File: src/rtl/alu_pd_pkg.sv
// Shared definitions for the power-gated ALU: widths, opcode encoding and op classification.
// The optional retention behaviour is controlled by the ALU_RETENTION_EN macro in alu_pd_core.
package alu_pd_pkg;

   localparam int WIDTH      = 16;
   localparam int MUL_CYCLES = WIDTH;

   typedef enum logic [3:0] {
      OP_ADD   = 4'h0,
      OP_SUB   = 4'h1,
      OP_AND   = 4'h2,
      OP_OR    = 4'h3,
      OP_XOR   = 4'h4,
      OP_NOT   = 4'h5,
      OP_SHL   = 4'h6,
      OP_SHR   = 4'h7,
      OP_SRA   = 4'h8,
      OP_ROL   = 4'h9,
      OP_ROR   = 4'hA,
      OP_SLT   = 4'hB,
      OP_SLTU  = 4'hC,
      OP_MUL   = 4'hD,
      OP_MULH  = 4'hE,
      OP_PASSB = 4'hF
   } opcode_e;

   function automatic logic is_multicycle(input logic [3:0] op);
      return (op == OP_MUL) || (op == OP_MULH);
   endfunction

endpackage

File: src/rtl/alu_seq_mult.sv
// Iterative unsigned shift-add multiplier, one multiplier bit per cycle.
// done pulses combinationally on the cycle whose edge produces the final product.
module alu_seq_mult
   import alu_pd_pkg::*;
#(
   parameter int W      = WIDTH,
   parameter int CYCLES = MUL_CYCLES
) (
   input  logic           clk,
   input  logic           rst_n,
   input  logic           clr,
   input  logic           start,
   input  logic [W-1:0]   a,
   input  logic [W-1:0]   b,
   output logic           done,
   output logic [2*W-1:0] product
);

   localparam int CW = $clog2(CYCLES + 1);

   logic [2*W-1:0] mcand_q, mcand_d;
   logic [2*W-1:0] acc_q, acc_d;
   logic [W-1:0]   mplier_q, mplier_d;
   logic [CW-1:0]  cnt_q, cnt_d;

   always_comb begin
      mcand_d  = mcand_q;
      acc_d    = acc_q;
      mplier_d = mplier_q;
      cnt_d    = cnt_q;
      done     = 1'b0;
      if (clr) begin
         mcand_d  = '0;
         acc_d    = '0;
         mplier_d = '0;
         cnt_d    = '0;
      end else if (cnt_q != '0) begin
         // A running multiply ignores start; the top only offers one when idle.
         if (mplier_q[0]) begin
            acc_d = acc_q + mcand_q;
         end
         mcand_d  = mcand_q << 1;
         mplier_d = mplier_q >> 1;
         cnt_d    = cnt_q - CW'(1);
         done     = (cnt_q == CW'(1));
      end else if (start) begin
         mcand_d  = {{W{1'b0}}, a};
         mplier_d = b;
         acc_d    = '0;
         cnt_d    = CW'(CYCLES);
      end
   end

   assign product = acc_d;

   always_ff @(posedge clk) begin
      if (!rst_n) begin
         mcand_q  <= '0;
         acc_q    <= '0;
         mplier_q <= '0;
         cnt_q    <= '0;
      end else begin
         mcand_q  <= mcand_d;
         acc_q    <= acc_d;
         mplier_q <= mplier_d;
         cnt_q    <= cnt_d;
      end
   end

endmodule

File: src/rtl/alu_pd_core.sv
// 16-bit ALU in a switchable power domain with output isolation clamps.
// Define ALU_RETENTION_EN to make the result register hold its value through power-off.
module alu_pd_core
   import alu_pd_pkg::*;
#(
   parameter int MUL_CYCLES_P = MUL_CYCLES
) (
   input  logic             clk,
   input  logic             rst_n,
   input  logic             alu_pwr_en,
   input  logic             iso_en,
   input  logic [WIDTH-1:0] A,
   input  logic [WIDTH-1:0] B,
   input  logic [3:0]       opcode,
   input  logic             start,
   output logic [WIDTH-1:0] result,
   output logic             busy
);

   logic [WIDTH-1:0]   result_q, result_d;
   logic               busy_q, busy_d;
   logic               mulh_q, mulh_d;
   logic [WIDTH-1:0]   alu_out;
   logic [2*WIDTH-1:0] rot_l, rot_r;
   logic [3:0]         amt;
   logic               accept;
   logic               mult_done;
   logic [2*WIDTH-1:0] product;

   assign amt    = B[3:0];
   assign accept = start && !busy_q && alu_pwr_en;

   // Rotates come from shifting a doubled copy of A.
   always_comb begin
      rot_l   = {A, A} << amt;
      rot_r   = {A, A} >> amt;
      alu_out = '0;
      case (opcode_e'(opcode))
         OP_ADD:   alu_out = A + B;
         OP_SUB:   alu_out = A - B;
         OP_AND:   alu_out = A & B;
         OP_OR:    alu_out = A | B;
         OP_XOR:   alu_out = A ^ B;
         OP_NOT:   alu_out = ~A;
         OP_SHL:   alu_out = A << amt;
         OP_SHR:   alu_out = A >> amt;
         OP_SRA:   alu_out = $signed(A) >>> amt;
         OP_ROL:   alu_out = rot_l[2*WIDTH-1:WIDTH];
         OP_ROR:   alu_out = rot_r[WIDTH-1:0];
         OP_SLT:   alu_out = {{(WIDTH-1){1'b0}}, ($signed(A) < $signed(B))};
         OP_SLTU:  alu_out = {{(WIDTH-1){1'b0}}, (A < B)};
         OP_PASSB: alu_out = B;
         default:  alu_out = '0;
      endcase
   end

   alu_seq_mult #(
      .W      (WIDTH),
      .CYCLES (MUL_CYCLES_P)
   ) u_mult (
      .clk     (clk),
      .rst_n   (rst_n),
      .clr     (!alu_pwr_en),
      .start   (accept && is_multicycle(opcode)),
      .a       (A),
      .b       (B),
      .done    (mult_done),
      .product (product)
   );

   always_comb begin
      result_d = result_q;
      busy_d   = busy_q;
      mulh_d   = mulh_q;
      if (!alu_pwr_en) begin
`ifdef ALU_RETENTION_EN
         result_d = result_q;
`else
         result_d = '0;
`endif
         busy_d   = 1'b0;
         mulh_d   = 1'b0;
      end else if (busy_q) begin
         if (mult_done) begin
            result_d = mulh_q ? product[2*WIDTH-1:WIDTH] : product[WIDTH-1:0];
            busy_d   = 1'b0;
         end
      end else if (start) begin
         if (is_multicycle(opcode)) begin
            busy_d = 1'b1;
            mulh_d = (opcode == OP_MULH);
         end else begin
            result_d = alu_out;
         end
      end
   end

   always_ff @(posedge clk) begin
      if (!rst_n) begin
         result_q <= '0;
         busy_q   <= 1'b0;
         mulh_q   <= 1'b0;
      end else begin
         result_q <= result_d;
         busy_q   <= busy_d;
         mulh_q   <= mulh_d;
      end
   end

   assign result = iso_en ? '0 : result_q;
   assign busy   = iso_en ? 1'b0 : busy_q;

endmodule

File: config.mk
export PLATFORM = sky130hd
export DESIGN_NAME = alu_pd_core
export DESIGN_NICKNAME = d
export VERILOG_FILES = /design/src/rtl/alu_pd_pkg.sv /design/src/rtl/alu_seq_mult.sv /design/src/rtl/alu_pd_core.sv
export SDC_FILE = /design/constraint.sdc
export NUM_CORES = 1
export LEC_CHECK = 0
export CAP_MARGIN = 20
export CORE_MARGIN = 4
export CORE_UTILIZATION = 55
export DETAILED_ROUTE_END_ITERATION = 6
export PLACE_DENSITY_LB_ADDON = 0.1
export RECOVER_POWER = 50
export SLEW_MARGIN = 10
export SYNTH_ARGS = -nofsm -noshare
export SYNTH_HDL_FRONTEND = slang
export SYNTH_SLANG_ARGS = --single-unit
File: constraint.sdc
create_clock -name clk -period 3.4 [get_ports clk]
set_clock_uncertainty 0.2 [all_clocks]
set_input_delay 0.34 -clock clk [delete_from_list [all_inputs] [get_ports clk]]
set_output_delay 0.34 -clock clk [all_outputs]
set_load 0.03 [all_outputs]
==> impl_results.md <==
* Netlist cell types at 91
* H-tree levels at 3
* Die area at 22480 um2
* Largest cells by area after synthesis: dfxtp_1 (19%), ha_1 (10%), nor2_1 (5.4%), a21oi_1 (5.4%), nand2_1 (4.9%)
* CP Max Fanout at 8
* Vias in the first global route at 11750
* Dominant synthesized flop cell: dfxtp_1
* Number of flops mapped to enable cells by yosys at 0
* Slew @ Worst Pin at 0.7993 ns
* Data required time of the critical path at 3.43 ns
* Drc violations at 0
* CTS root buf: clkbuf_16
* WP data arrival at 3.33 ns
* Sequential fraction of the synthesis area at 18.61%
* Yosys top cell by area: dfxtp_1
* Int Power at 2.981 mW
* Core area at 19650 um2
* Max transition margin at 46.39%
* DRT iter0 DRCs at 1863
* Syn_nets at 1616
* Clk pwr share at 21.5%
* Pwr/cell area at 398.4 nW/um2
* Synth Area per Inst at 7.472 um2
* Worst min path class: in -> reg
* First-pass GRT wire length at 67940 um
* Later-pin clock latency in the skew report at 0.37 ns
* Final Hold Viols at 0
* GRT overflow at 0
* Part of the power in combinational logic at 48.6%
* Final count of pins violating max slew at 0
* Clock Pin Slew Worst Setup and Hold Paths at 0.08 ns
* FF+latch count, synth at 103
* Final setup viols at 0
* Hold depth at 3
* Cts repair resizes at 0
* Hold Path Origin: B[3]
* Initial core utilization at 56.38%
* Critical path's slowest cell: dlygate4sd3_1
* Switching Power at 2.386 mW
* DRT Pass-1 Iters at 6
* Final wirelength at 44200 um
* Place WS at -0.1753 ns
* CP peak stage delay at 0.60 ns
* N_diodes at 0
* Chain of cells forming the critical path: dlygate4sd3_1, buf_4, buf_4, nand2_1, nor2_1, a221oi_1, o211ai_1, a221oi_1, o311ai_1, a311o_1, a21oi_1, o22ai_1
* Synth top area share at 18.61%
* Synth Instances at 1483
* CTS max path bufs at 2
* Post-CTS Setup Bufs at 0
* FF-to-FF End: result_q[5]
* Total GRT Usage at 38.81%
* Setup WS post-layout at 0.1019 ns
* Post-CTS Hold Fix Bufs at 0
* Crit Path Class: in -> reg
* Sink Count at 103
* Io pins at 58
* Initial antenna violation count at 1
* Area Overhead vs Synth at 21.59%
* Minimum clock period after layout at 3.298 ns
* Unrepaired setup endpoints after global routing: no
* I/O Buffers at 57
* Most numerous cell in the Yosys netlist: nor2_1
* Routed vias at 12870
* Placer Congestion at 1.105
* VDD IR max at 1.151 mV
* Max Cap Viol at 0
* Fmax at 303.2 MHz
* CTS tree: built
* Sw Share at 44.45%
* R2R Setup Slk at 0.17 ns
* Number of CTS-inserted buffers at 9
* Die X at 149.9 um
* # nets final at 1777
* Cell Area, Synth at 11080 um2
* R2r startpoint: u_mult.mcand_q[5]
* Yosys Warn Count at 0
* Worst Hold Path EP: u_mult.mplier_q[3]
* Largest net degree at the start of global routing at 65
* Std-Cell Rows at 51
* Setup total negative slack at 0 ns
* Worst setup EP type: flip-flop
* Antenna violation net count after detailed routing at 0
* Post-synth top cells: nor2_1 (160), nand2_1 (145), a21oi_1 (119)
* Detail Placement HPWL at 34870 um
* Outcome: completed
* Period utilization at 97.00%
* R2R depth at 10
* Vias per cell at 6.726
* Layout cells sized above 1 at 16.98%
* Seq pwr share at 29.9%
* Static leakage at 5.599 nW
* Crit path launch type: input pin
* Drt wl/cell at 23.09 um
* Die Height at 149.9 um
* Ys async rst share at 0%
[registers in the layout, indices dropped and copies added, names as in the netlist]
signal,count
busy_q,1
mulh_q,1
result_q,16
u_mult.acc_q,32
u_mult.cnt_q,5
u_mult.mcand_q,32
u_mult.mplier_q,16
[layout make-up]
type | count | area [um2]
clock buffer | 9 | 225.2
tap | 265 | 331.6
clock inverter | 7 | 95.09
fill | 1754 | 6181
timing repair buffer | 266 | 2225
sequential | 103 | 2062
inverter | 56 | 210.2
multi-input combinational | 1208 | 8324
[layout by cell type, fill, tap and decap left out, drive strengths merged, types with 38 or more instances in the layout]
cell   count
inv       59
buf      207
dfxtp    103
nor3      38
nor2     160
a21oi    121
ha        89
nand2    145
o21ai     75
nand3     64
[per-stage QoR]
stage | std cells | instance area [um2] | hold WS [ns] | utilization, % | power [mW]
final | 1914 | 13470 | 0.2000 | 68.55 | 5.367
after global routing | 1914 | 13470 | 0.2061 | 68.55 | 5.634
after CTS | 1914 | 13500 | 0.1939 | 68.68 | 5.332
after detailed placement | 1898 | 13180 | 0.2519 | 67.05 | 4.180
after global placement | 1898 | 13180 | 0.2456 | 67.05 | 4.104
after floorplan | 1483 | 11090 | 0.2363 | - | 3.251
[power groups by stage]
stage | combinational, mW | sequential (mW) | clock [mW]
floorplan | 1.69 | 1.56 | 0
global placement | 2.49 | 1.62 | 0
detailed placement | 2.56 | 1.62 | 0
CTS | 2.57 | 1.60 | 1.17
global route | 2.81 | 1.62 | 1.20
finish | 2.61 | 1.60 | 1.16
[routing by layer]
layer	track usage (%)	wire, um	vias up
met3	7.935	5370	105
li1	-	-	5860
met2	57.36	18740	822
met4	11.57	1298	2
met5	0	12	-
met1	56.80	18780	6084
[worst max-delay path: cells and delay by family]
family                 cells  cell delay (ns)
buffers and inverters      3             0.96
and+or+nand+nor            2             0.25
AOI/OAI and AO/OA          7             1.77
[cell families after synthesis]
kind of cell	count (synthesis)	share of synthesized area, %
adders and majority gates	92	10.59
buffers and inverters	172	6.515
AOI/OAI and AO/OA	486	30.43
xor gates and xnor gates	30	2.371
and+or+nand+nor	540	23.41
muxes	60	8.074
DFF	103	18.61
[worst max-delay path by stage]
stage                      start      endpoint  slack (ns)  depth (start not counted)
4_1_cts        u_mult.mcand_q[0]  result_q[14]        0.16                         12
3_5_place_dp                A[0]  result_q[12]       -0.18                         13
6_report               opcode[0]   result_q[9]        0.10                         12
5_1_grt                opcode[0]   result_q[9]       0.005                         12
2_1_floorplan               B[2]  result_q[12]       0.009                         15
3_3_place_gp                A[0]  result_q[12]       -0.15                         13
Note: power is estimated with default switching activity, not from simulation.
